<file path="src/rtl/boreal_spectral_serializer.sv">
// boreal_spectral_serializer
// Takes a 16-band x 24-bit spectral frame in one strobe and streams it out one
// band per beat over a valid/ready interface.
// A one-deep pending register absorbs a frame that arrives mid-stream.
// Frames that arrive while pending is already full are dropped and counted.
// Optional feature macro: BOREAL_SERIALIZER_CHECKSUM_EN
//   defined   -> each frame gets a 17th beat carrying the 24-bit band sum (m_sum=1)
//   undefined -> 16-beat frames, m_last on band 15, m_sum tied low
module boreal_spectral_serializer (
  input  logic         clk,
  input  logic         rst,
  input  logic [383:0] spectral_vector,
  input  logic         in_valid,
  output logic [23:0]  m_data,
  output logic [3:0]   m_band,
  output logic         m_valid,
  input  logic         m_ready,
  output logic         m_first,
  output logic         m_last,
  output logic         m_sum,
  output logic [15:0]  overrun_count,
  output logic [15:0]  frame_count
);

`ifdef BOREAL_SERIALIZER_CHECKSUM_EN
  typedef enum logic [1:0] {IDLE = 2'd0, SEND = 2'd1, SUM = 2'd2} state_t;
`else
  typedef enum logic [1:0] {IDLE = 2'd0, SEND = 2'd1} state_t;
`endif

  state_t         state_q, state_d;
  logic [383:0]   active_q, active_d;
  logic [383:0]   pending_q, pending_d;
  logic           pending_full_q, pending_full_d;
  logic [3:0]     band_q, band_d;
  logic [15:0]    overrun_q, overrun_d;
  logic [15:0]    frame_q, frame_d;

  logic [23:0]    active_band [16];
  logic           xfer;
  logic           frame_end;

  // Split the active frame into band words for indexed selection.
  genvar gi;
  generate
    for (gi = 0; gi < 16; gi++) begin : g_band
      assign active_band[gi] = active_q[gi*24 +: 24];
    end
  endgenerate

`ifdef BOREAL_SERIALIZER_CHECKSUM_EN
  logic [23:0] checksum;

  // Checksum is taken only from the active frame, so pending writes never disturb it.
  always_comb begin
    checksum = 24'd0;
    for (int i = 0; i < 16; i++) begin
      checksum = checksum + active_band[i];
    end
  end
`endif

  // Output decode: everything is derived from registered state, nothing from inputs.
  always_comb begin
    m_valid = (state_q != IDLE);
    m_band  = 4'd0;
    m_data  = 24'd0;
    m_first = 1'b0;
    m_last  = 1'b0;
    m_sum   = 1'b0;
    if (state_q == SEND) begin
      m_band  = band_q;
      m_data  = active_band[band_q];
      m_first = (band_q == 4'd0);
`ifndef BOREAL_SERIALIZER_CHECKSUM_EN
      m_last  = (band_q == 4'd15);
`endif
    end
`ifdef BOREAL_SERIALIZER_CHECKSUM_EN
    if (state_q == SUM) begin
      m_data = checksum;
      m_last = 1'b1;
      m_sum  = 1'b1;
    end
`endif
  end

  assign overrun_count = overrun_q;
  assign frame_count   = frame_q;

  // Transfer and frame-end detection; the frame ends on the final beat's handshake.
  always_comb begin
    xfer = (state_q != IDLE) && m_ready;
`ifdef BOREAL_SERIALIZER_CHECKSUM_EN
    frame_end = xfer && (state_q == SUM);
`else
    frame_end = xfer && (state_q == SEND) && (band_q == 4'd15);
`endif
  end

  // Next-state logic: sequencing, pending queue management and counters.
  always_comb begin
    state_d        = state_q;
    active_d       = active_q;
    pending_d      = pending_q;
    pending_full_d = pending_full_q;
    band_d         = band_q;
    overrun_d      = overrun_q;
    frame_d        = frame_q;

    if (frame_end) begin
      frame_d = frame_q + 16'd1;
      band_d  = 4'd0;
      if (pending_full_q) begin
        // Promote pending with no bubble; a coincident frame refills pending.
        active_d = pending_q;
        state_d  = SEND;
        if (in_valid) begin
          pending_d = spectral_vector;
        end else begin
          pending_full_d = 1'b0;
        end
      end else if (in_valid) begin
        // Pending empty: the coincident frame goes straight to active.
        active_d = spectral_vector;
        state_d  = SEND;
      end else begin
        state_d = IDLE;
      end
    end else begin
      case (state_q)
        IDLE: begin
          if (in_valid) begin
            active_d = spectral_vector;
            band_d   = 4'd0;
            state_d  = SEND;
          end
        end
        SEND: begin
          if (xfer) begin
`ifdef BOREAL_SERIALIZER_CHECKSUM_EN
            if (band_q == 4'd15) begin
              state_d = SUM;
              band_d  = 4'd0;
            end else begin
              band_d = band_q + 4'd1;
            end
`else
            band_d = band_q + 4'd1;
`endif
          end
        end
`ifdef BOREAL_SERIALIZER_CHECKSUM_EN
        SUM: begin
          // Leaving SUM only happens through the frame-end path above.
        end
`endif
        default: begin
          state_d = IDLE;
        end
      endcase

      // Mid-stream arrivals: queue one, drop the rest.
      if ((state_q != IDLE) && in_valid) begin
        if (!pending_full_q) begin
          pending_d      = spectral_vector;
          pending_full_d = 1'b1;
        end else if (overrun_q != 16'hFFFF) begin
          overrun_d = overrun_q + 16'd1;
        end
      end
    end
  end

  // State register; frame buffers are left unreset since their contents are don't-care.
  always_ff @(posedge clk) begin
    active_q  <= active_d;
    pending_q <= pending_d;
    if (rst) begin
      state_q        <= IDLE;
      pending_full_q <= 1'b0;
      band_q         <= 4'd0;
      overrun_q      <= 16'd0;
      frame_q        <= 16'd0;
    end else begin
      state_q        <= state_d;
      pending_full_q <= pending_full_d;
      band_q         <= band_d;
      overrun_q      <= overrun_d;
      frame_q        <= frame_d;
    end
  end

endmodule

</file>
<file path="config.mk">
export PLATFORM = sky130hd
export DESIGN_NAME = boreal_spectral_serializer
export DESIGN_NICKNAME = d
export VERILOG_FILES = /design/src/rtl/boreal_spectral_serializer.sv
export SDC_FILE = /design/constraint.sdc
export NUM_CORES = 1
export LEC_CHECK = 0
export CAP_MARGIN = 20
export CORE_MARGIN = 2
export CORE_UTILIZATION = 40
export CTS_BUF_LIST = sky130_fd_sc_hd__clkbuf_16
export CTS_CLUSTER_DIAMETER = 100
export DETAILED_ROUTE_END_ITERATION = 6
export DONT_BUFFER_PORTS = 1
export PLACE_DENSITY = 0.58
export SLEW_MARGIN = 20
export SYNTH_ARGS = -nofsm -noshare
export SYNTH_HDL_FRONTEND = slang
export SYNTH_SLANG_ARGS = --single-unit
</file>
<file path="constraint.sdc">
create_clock -name clk -period 69.5 [get_ports clk]
set_input_delay 13.9 -clock clk [delete_from_list [all_inputs] [get_ports clk]]
set_output_delay 13.9 -clock clk [all_outputs]
set_load 0.1 [all_outputs]
</file>
## Word level (Yosys, flattened, before mapping)

Index checks and enable logic that the tools add are counted.

- Register bits after elaboration: 807
- Output and inout bits: 64

- $lt $le $gt $ge: 1
- Equality and inequality tests: 10
- Bitwise gates (word level): 2
- Reduce and logical (&&, ||, !) cells: 15
- Muxes and demuxes: 28
- Add/subtract/negate cells: 3

Operators with widths:

| operator | number |
|---|---|
| 384-bit two-way mux | 9 |
| 24-bit binary-select mux with 4-bit select | 1 |
| 24-bit two-way mux | 3 |
| 16-bit by 1-bit adder with 16-bit output (second input constant) | 2 |
| 16-bit != test (second input constant) | 1 |
| 4-bit two-way mux | 3 |
| 2-bit != test (second input constant) | 5 |
| 1-bit two-way mux | 8 |
| 4-bit case mux with 2 select lines | 1 |
| 4-bit AND reduction | 2 |
| 2-bit nonzero test | 4 |
| 5-bit >= comparator (second input constant) | 1 |
| 4-bit NOT with 5-bit output | 1 |
| 4-bit by 1-bit adder with 4-bit output (second input constant) | 1 |
| 4-bit == test (second input constant) | 1 |
| 1-bit logical AND | 4 |
| 4-bit logical NOT | 1 |
| 2-bit two-way mux | 2 |
| 2-bit case mux with 2 select lines | 1 |
| 3-bit != test (second input constant) | 1 |
| 3-bit AND reduction | 1 |
| 2-bit by 1-bit == test with 1-bit output (second input constant) | 1 |
| 2-bit logical NOT | 1 |
| 2-bit by 1-bit != test with 1-bit output (second input constant) | 1 |
| 3 further kinds | 3 |

## Longest topological paths before layout

- Depth after elaboration: 6
- Mapped depth: 11

## Worst setup path after synthesis

No wires, ideal clock.

- Kind: in2reg
- Start: input m_ready
- End: register pending_q[0], enable pin
- Path buffers: 1
- Required time: 68.716 ns
- Arrival time: 30.495 ns
- Setup slack: 38.222 ns
- Library setup time: 0.784 ns
- Stages: 5
- Cells stage by stage: buf_2 nand4_1 nand2_1 nor2_1 o21a_1

- Word-level cells in the longest chain between the ends: 5
- Elaborated cells on any way between the ends: 8
- Classes of those cells: eq/ne: 3; reduce/logical: 5

Ends and longest elaborated chain:

| what | RTL line | source |
|---|---|---|
| from (decl) | 17 | `input logic m_ready,` |
| 1-bit logical AND * | 93 | `xfer = (state_q != IDLE) && m_ready;` |
| 1-bit logical AND * (2 in series) | 97 | `frame_end = xfer && (state_q == SEND) && (band_q == 4'd15);` |
| 2-bit by 1-bit != test with 1-bit output (no source line), or another cell as far along | -- |  |
| 4-bit AND reduction (no source line) * | -- |  |
| to (signal assigned) | 178 | `pending_q <= pending_d;` |
| to (decl) | 33 | `logic [383:0] pending_q, pending_d;` |

Mark *: on every way between the ends. The rest lies on a longest branch, timed or not.
A chain may end at the register's enable or synchronous reset.

## Final worst setup path

- Start: register band_q[0]
- End: output m_data[10]

- Word-level cells in the longest chain between the ends: 5

Ends and longest elaborated chain:

| what | RTL line | source |
|---|---|---|
| from (decl) | 35 | `logic [3:0] band_q, band_d;` |
| from (signal assigned) | 188 | `band_q <= band_d;` |
| 4-bit NOT with 5-bit output (not written as such) | 73 | `m_data = active_band[band_q];` |
| 24-bit binary-select mux with 4-bit select | 73 |  |
| 24-bit two-way mux (not written as such) (2 in series) | 73 |  |
| 24-bit two-way mux | 71 | `if (state_q == SEND) begin` |
| to (decl) | 14 | `output logic [23:0] m_data,` |

Every way passes these cells. The select of a mux whose other input is x is not followed.

==> metrics.txt <==
initial antenna violation count=14; post-synth top area cell=edfxtp_1; area share of the largest cell type after synthesis=64.58%; share of post-route cells with drive strength above 1=11.98%; internal portion of total power=0.0008727 W; Clock H-tree levels=3; synthesis-stage register bit count=806; average detailed-routed wire length per instance=27.11 um; antenna-violating nets left=0; proportion of power drawn by flip-flops and latches=about 53%; slew at the pin closest to its max-slew limit=1.634 ns; share of flip-flops with an asynchronous set or reset=0%; signal arrival time at the worst endpoint=4.26 ns; leakage power figure=13.33 nW; number of synthesized flops with an enable pin=between 700 and 800; highest achievable clock rate=0.05507 GHz; y dimension of the die=302.8 um; worst hold slack after final layout=0.5191 ns; Most used DFF post-synth=edfxtp_1; number of maximum-capacitance violations=0; die span in x=302.8 um; Initial DRT Pass Iterations=5; crit end category=output port; critical setup path kind=reg2out; # clock sinks=around 810; Fin Clk Skew=0.01675 ns; total negative setup slack=0 ns; root buf cell=clkbuf_16; CTS tree=done; number of failing hold endpoints at the final stage=0; clock network latency to the later pin of the worst-skew pair=0.65 ns; final HPWL from detailed placement=67160 um; most area-consuming cells after synthesis=edfxtp_1 (65%), mux2i_1 (12%), mux4_2 (6.1%); violations in the final reports=max-slew violations; endpoint required time on the critical path=55.60 ns; unrepaired setup endpoints after global routing=no; number of primary I/O pins=between 400 and 500; power per standard cell area=28.45 nW/um^2; Comb power frac=under 10%; count of different cell masters after synthesis=42; Post-CTS Setup Inserts=0; total detailed-routing wirelength=around 100000 um; switching part of the total power=between 20% and 30%; wire length of the first global-routing pass=143900 um; IR Drop Worst-Case VDD=0.02363 mV; number of buffers on the longest clock path=3; initial cell density of the core=between 40% and 50%; count of buffers inserted at the top-level ports=0; Final Wtd Congestion=0.8222; tightest slew margin relative to the limit=-8.932%; Most common cell on crit path=buf_4; final critical delay including setup and external delays=~18 ns; buffers and inverters on the worst path=2; cells along the critical path=buf_4 -> mux4_2 -> mux2i_1 -> o22ai_2 -> buf_4; sequential-to-total area share from yosys stat=66.71%; Critical Path Slowest Stage Cell=dfxtp_4; remaining routing DRC violations=0; cell row count=109; classification of the worst-slack hold path=reg2reg; DRC violation total after the first TritonRoute iteration=1972; P&R area growth vs syn=11.70%; Placeable Area=between 80000 and 90000 sq um; Hold Buf Count CTS=0; count of nets after finishing=~2900; share of the core filled with cells in the final layout=45.14%; power after layout=0.001135 W; largest net degree at the start of global routing=just under 400; number of cells upsized or downsized after cts=0; share of the cycle needed by the critical path after routing=a little over a quarter; Max Slew Vio Count=between 100 and 150; detailed-route via count=20700; CP top delay family=multiplexers; total die area=91680 sq um; status=finished with violations; Setup-failing EPs final=0; CP Launch Type=flop; slowest cell delay on critical path=1.01 ns; Vias per Instance=between 5 and 6; Met2 Wirelength=47310 um; worst-path fanout max=40; dpl cells=3533; netlist area before placement=35710 sq um; Clock Pin Slew Worst Setup and Hold Paths=0.06 ns; highest layer used for signal routing=met5; total grt overflow=0; post-synthesis area per instance=roughly 14 sq um; Synth warnings=0; portion of total power attributed to the clock network=40.0%; syn_nets=around 2900; final standard cell count with taps included and fillers excluded=between 3000 and 4000; switching power=0.0002621 W; number of CTS-inserted buffers=90; cell count after synthesis=2492; sum of routed wire segments on met1=38620 um; Met3 Routed Length=11730 um; global routing usage summed across all routing layers=a little over a fifth; vias in the first global route=approximately 21000
## state kept, by name, summed over array words and instances, names as in the netlist
| register | cells |
|---|---|
| active_q | 384 |
| pending_q | 384 |
| frame_count | 16 |
| overrun_count | 16 |
| band_q | 4 |
| pending_full_q | 1 |
| state_q | 1 |
## synth_stat cells, types with 2 or more instances
library cell and number:
mux4_2 96, nand3_1 11, nand2_1 403, or3_1 12, xnor2_1 6, o31ai_1 9
ha_1 4, mux2_1 3, o21ai_1 289, o22ai_1 24, and3_1 5, nand2b_1 3
or4b_1 3, nand4_1 10, o41ai_1 3, nor4_1 3, xor2_1 2, inv_1 7
clkbuf_1 106, nor2_1 14, nor2b_1 3, a21oi_1 25, dfxtp_1 38, nor3b_1 3
buf_2 58, and2_1 4, o21ai_0 108, mux2i_1 433, nor3_1 9, or4_1 8
edfxtp_1 768, buf_1 8, and4_1 5
## power groups by stage
| stage | logic [W] | clock network [W] | registers, W |
|---|---|---|---|
| final | 0.0000856 | 0.000454 | 0.000595 |
| after global routing | 0.0000924 | 0.000483 | 0.000599 |
| after CTS | 0.0000868 | 0.000464 | 0.000596 |
| after detailed placement | 0.0000867 | 0 | 0.000605 |
| after global placement | 0.0000840 | 0 | 0.000604 |
| after floorplan | 0.0000658 | 0 | 0.000604 |
## layer usage
| metal | GRT usage (%) | vias to the layer above |
|---|---|---|
| met2 | 34.18 | 710 |
| met3 | 10.39 | 155 |
| met1 | 25.96 | 10330 |
| met5 | 0 | - |
| met4 | 6.615 | 18 |
| li1 | - | 9493 |
## cell usage in the layout (no fill, tap or decap), types with 15 or more instances in the layout
master,count
clkinv_1,23
inv_1,26
dfxtp_1,33
mux2i_1,433
edfxtp_1,768
a21oi_1,25
o22ai_2,24
buf_4,46
clkinv_2,15
clkbuf_16,94
o21ai_0,108
o21ai_1,289
mux4_2,96
nand2_1,401
## cells by family after synthesis
kind of cell | after synthesis | synth area share [%]
xor gates and xnor gates | 8 | 0.1962
and+or+nand+nor | 498 | 5.851
other | 1 | 0.01050
DFF | 806 | 66.71
buffers and inverters | 181 | 2.116
muxes | 533 | 18.32
adders and majority gates | 4 | 0.1401
AOI/OAI and AO/OA | 461 | 6.660
## area by class of cell
| cell class | count | area, sq um |
|---|---|---|
| fillers | 7813 | 48490 |
| flip-flops and latches | 806 | 23840 |
| multi-input cells | 1505 | 11310 |
| clock buffers | 94 | 2352 |
| well taps | 1165 | 1458 |
| repair buffers | 50 | 440.4 |
| clock inverters | 67 | 431.7 |
| inverters | 8 | 30.03 |
| diodes | 11 | 27.53 |
## worst reg2reg max path, delay by kind of cell (launching register included)
kind            cells  cell delay, ns
flops               1            1.01
fa+ha+maj           1            0.35
buf+inv             4            3.08
compound gates      1            0.31
simple gates        2            0.92
## path summary, 6_finish.rpt
path | start | cells after the start | slack (ns) | end
worst min-delay path | pending_q[342] | 2 | 0.52 | active_q[342]
worst min register to register | pending_q[342] | 2 | 0.52 | active_q[342]
worst max-delay path | band_q[0] | 5 | 51.34 | m_data[10]
worst max register to register | band_q[0] | 8 | 63.53 | active_q[131]
## through the flow
| stage | setup slack [ns] | cell area (sq um) |
|---|---|---|
| after floorplan | 38.22 | 35710 |
| after global placement | 51.84 | 37050 |
| after detailed placement | 51.71 | 37050 |
| after CTS | 51.16 | 39830 |
| after global routing | 51.00 | 39880 |
| final | 51.34 | 39890 |
Power figures use the tool's default switching activity.
==> patch 1, RTL diff (same flow settings) <==
The option `BOREAL_SERIALIZER_CHECKSUM_EN` is turned on by a define.
--- a/src/rtl/boreal_spectral_serializer.sv
+++ b/src/rtl/boreal_spectral_serializer.sv
@@ -7,4 +7,6 @@
 //   defined   -> each frame gets a 17th beat carrying the 24-bit band sum (m_sum=1)
 //   undefined -> 16-beat frames, m_last on band 15, m_sum tied low
+`define BOREAL_SERIALIZER_CHECKSUM_EN
+
 module boreal_spectral_serializer (
   input  logic         clk,
Function: not settled (the Yosys comparison gave no result); the edit may change what the design does.
==> patch 1 against the unedited design <==
The run still ends with max-slew violations left; highest routed layer unchanged; synthesized area increased by 26%; worst setup slack got worse by 3.1 ns; hold slack improved by 0.039 ns; sequential cell count up 1; critical endpoint is now m_data[21]; count of clock-buffer cells in the layout increased by 3; cell area is 24% higher; routed wire length up 29%; critical path depth up 14.
Power is not shown: default switching activity piles up to over one toggle a cycle in this logic, so the estimate is an artifact.
==> patch 1: results (changes against the unedited design) <==
[placement]
placed_cell_area_sq_um = 46500  ; +26%
io_buffers = 0  ; unchanged
place_hpwl_mm = 93.3  ; +39%
placedCellCount = 4736  ; +34%
dp_slack_ns = 49.06  ; -2.64 ns

[synth]
seq_area_frac_synth_pct = 53.2  ; -14 points
muxShareOfSynthArea_pct = 14.7  ; -3.6 points
synth-xor-area-share_pct = 1.48  ; +1.3 points
synth_compound_area_share_pct = 5.51  ; -1.2 points
synth_fa_ha_area_share_pct = 14.8  ; +15 points
synth.avg_cell_area_sq_um = 13.3  ; -7.5%
synth_nets = 4112  ; +43%
synth.distinct_cells = 54  ; +29%
synth_common_cells = 768 x edfxtp_1, 450 x inv_1, 435 x nor2_1

[setup_path]
path_max_fanout = 5  ; -88%
critical_path_arrival_ns = 7.35  ; +3.09 ns
r2r_cells = 8  ; unchanged
r2r_slack_ns = 64.67  ; +1.14 ns
r2r_start = state_q[0]
slowest_stage = o21ai_2
max_stage_delay_ns = 0.89  ; -0.12 ns
r2r-end = pending_q[352]

[layout]
drive_gt1_share_pct = 9.96  ; -2.0 points
stdcell_count = 4920  ; +33%
fill_cells = 10000  ; +28%

[clock_network]
h-tree-depth = 3  ; unchanged
cts_resized = 0  ; unchanged
numCtsBuffers = 94  ; +4.4%

[sta]
finalClockSkew_ns = 0.0237  ; +0.00699 ns
worstMarginPinSlew_ns = 2.09  ; +0.455 ns
fmax_mhz = 47.1  ; -15%
hold-worst-slack_ns = 0.558  ; +0.0393 ns
slew_viol_final = 131  ; +25%

[drt]
wl_met2_mm = 50.6  ; +6.9%
drt_iter0_markers = 2466  ; +25%
wl_mm = 130  ; +29%
wl_met1_mm = 62.1  ; +61%
num_vias = 26500  ; +28%

[run_status]
failed_checks = max-slew violations
status = finished with violations

[grt]
track_usage_pct = 22.4  ; +0.84 points
grt_antenna_before_repair = 9  ; -5
grt_max_degree = 390  ; -0.76%

[worst_hold_path]
min_from = pending_q[336]
min_to = active_q[336]

==> patch 1: changes by cell type after synthesis, moves of 35 or more <==
cell	delta
mux2i_1	-46
inv_1	+443
a21oi_1	+381
clkbuf_1	+35
nand2_1	-351
o21ai_1	-268
o21ai_0	-100
nor2_1	+421
buf_2	-45
fa_1	+311
==> patch 1: layout make-up <==
cell class / instances / area (sq um) / area share, %
diodes: 8 / 20.0 / 0.0404
clock buffers: 97 / 2430 / 4.90
clock inverters: 79 / 603 / 1.22
inverters: 453 / 1710 / 3.46
multi-input cells: 1949 / 18700 / 37.8
flip-flops and latches: 807 / 23900 / 48.1
well taps: 1488 / 1860 / 3.76
repair buffers: 39 / 350 / 0.707
==> patch 1: layer usage <==
layer | vias up | track usage (%)
li1 | 11700 | -
met1 | 13600 | 34.9
met2 | 938 | 28.7
met3 | 134 | 9.32
met4 | 8 | 4.52
met5 | - | 0
==> patch 2, RTL diff (same settings) <==
Without the edit above. Put one more register stage on the output `frame_count`, without a reset. The value now appears one clock later. The other outputs are not delayed to match.
--- a/src/rtl/boreal_spectral_serializer.sv
+++ b/src/rtl/boreal_spectral_serializer.sv
@@ -87,5 +87,7 @@
 
   assign overrun_count = overrun_q;
-  assign frame_count   = frame_q;
+  always_ff @(posedge clk) begin
+    frame_count <= frame_q;
+  end
 
   // Transfer and frame-end detection; the frame ends on the final beat's handshake.
Function: not settled (the Yosys comparison gave no result); the edit may change what the design does.
==> patch 2 against the unedited design <==
Sequential cell count up 16; cell area up 1.0%; first-iteration DRC count up 6.9%; worst setup slack worse by 0.096 ns; the run still ends with max-slew violations left; routed wire length down 0.57%; total power up 1.5%; synthesized area up 0.90%; final cell count up 0.54%.
==> patch 2: results (changes against the unedited design) <==
[synth]
synth_nets = 2900  ; +0.55%
synth_area_leaders = edfxtp_1 64%, mux2i_1 12%, mux4_2 6.0%
synth_edf_count = 768  ; unchanged
synthArstFlopShare_pct = 0  ; unchanged
yosys_warnings = 0  ; unchanged
seq_area_frac_synth_pct = 67.0  ; +0.30 points
synth.distinct_cells = 42  ; unchanged
synthFlopType = edfxtp_1
synth_cells = 2508  ; +0.64%

[drt]
wl_mm = 99.9  ; -0.57%
routedWlPerCell_um = 26.8  ; -1.1%
vias_per_cell = 5.61  ; +0.42%
drt_iter0_markers = 2109  ; +6.9%
wl_met3_mm = 10.3  ; -12%
drt-pass1-iter-count = 5  ; unchanged
routed.top_layer = met5
wl_met1_mm = 39.7  ; +2.8%
wl_met2_mm = 46.6  ; -1.6%

[grt]
grt_pass1_vias = 20800  ; +0.51%
grt_antenna_before_repair = 9  ; -5
track_usage_pct = 21.3  ; -0.26 points
grt_pass1_wl_mm = 145  ; +0.97%
grt_max_degree = 393  ; unchanged

[sta]
finalClockSkew_ns = 0.0267  ; +0.00999 ns
relSlewSlack_pct = -47.5  ; -39 points
slew_viol_final = 162  ; +54%

[placement]
io_buffers = 0  ; unchanged
gp_congestion = 0.807  ; -1.9%
place_hpwl_mm = 66.2  ; -1.5%
placedCellCount = 3557  ; +0.68%
placed_cell_area_sq_um = 37400  ; +1.0%

[clock_network]
numCtsBuffers = 91  ; +1.1%
cts_setup_buffers = 0  ; unchanged
clk_latency_ns = 0.68  ; +0.03 ns
clock_path_buffers = 3  ; unchanged
clkTransAtPathRegs_ns = 0.06  ; about the same
cts-root-buf = clkbuf_16
cts_resized = 0  ; unchanged
h-tree-depth = 3  ; unchanged

[worst_hold_path]
min_path_type = flop to flop

[layout]
drive_gt1_share_pct = 11.9  ; -0.061 points
fill_cells = 7872  ; +0.76%

[power_and_ir_drop]
p_leak_nw = 13.5  ; +0.94%
ir_drop_uv = 24.0  ; +1.5%
internal-power_w = 0.000883  ; +1.2%

[setup_path]
path_max_fanout = 28  ; -30%
critical_path_arrival_ns = 4.36  ; +0.10 ns

[run_status]
failed_checks = max-slew violations
status = finished with violations

==> patch 2: power groups by stage <==
stage	Combinational [W]	Sequential [W]	Clock, W
2_1_floorplan	0.0000658	0.000614	0
3_3_place_gp	0.0000857	0.000611	0
3_5_place_dp	0.0000891	0.000613	0
4_1_cts	0.0000892	0.000603	0.000473
5_1_grt	0.0000948	0.000606	0.000492
6_report	0.0000887	0.000602	0.000461
==> patch 2: worst max-delay path, stage by stage, from the launching register on <==
cell	delay, ns
dfxtp_4	0.56
buf_4	0.58
buf_4	0.59
mux4_2	0.64
mux2i_1	0.78
o22ai_4	0.46
==> patch 2: cells by family (layout without fill, tap and decap cells) <==
family	count (synthesis)	after routing	synth area share, %
AOI/OAI and AO/OA	461	461	6.60
DFF	822	822	67.0
adders and majority gates	4	4	0.139
muxes	533	533	18.2
buffers and inverters	181	216	2.10
xor gates and xnor gates	8	8	0.194
and+or+nand+nor	498	498	5.80
other	1	8	0.0104
==> patch 2: path summary, 6_finish.rpt <==
kind	endpoint	from	cells after the start	slack (ns)
max	m_data[10]	band_q[0]	5	51.24
min	frame_count[15]	frame_q[15]	0	0.37
max reg2reg	pending_q[97]	band_q[2]	8	63.39
min reg2reg	frame_count[15]	frame_q[15]	0	0.37
==> patch 2: final cells by class <==
cell class              count  area share, %
diodes                      7         0.0435
multi-input cells        1505           28.2
clock buffers              92           5.71
repair buffers             47           1.16
well taps                1176           3.65
inverters                   8         0.0745
flip-flops and latches    822           60.0
clock inverters            69           1.25
==> patch 2: stage by stage <==
step | util (%) | worst slack [ns] | hold slack (ns) | power, W
3_5_place_dp | 41.8 | 51.29 | 0.362 | 0.000702
2_1_floorplan | - | 38.22 | 0.344 | 0.000679
3_3_place_gp | 41.7 | 51.34 | 0.354 | 0.000697
4_1_cts | 44.9 | 51.13 | 0.366 | 0.00116
5_1_grt | 45.0 | 51.03 | 0.387 | 0.00119
6_report | 45.0 | 51.24 | 0.368 | 0.00115
==> patch 2: per-layer routing <==
layer	GRT usage (%)	vias to the layer above
li1	-	9536
met2	33.1	725
met3	8.64	138
met1	26.7	10500
met5	0	-
met4	7.93	6
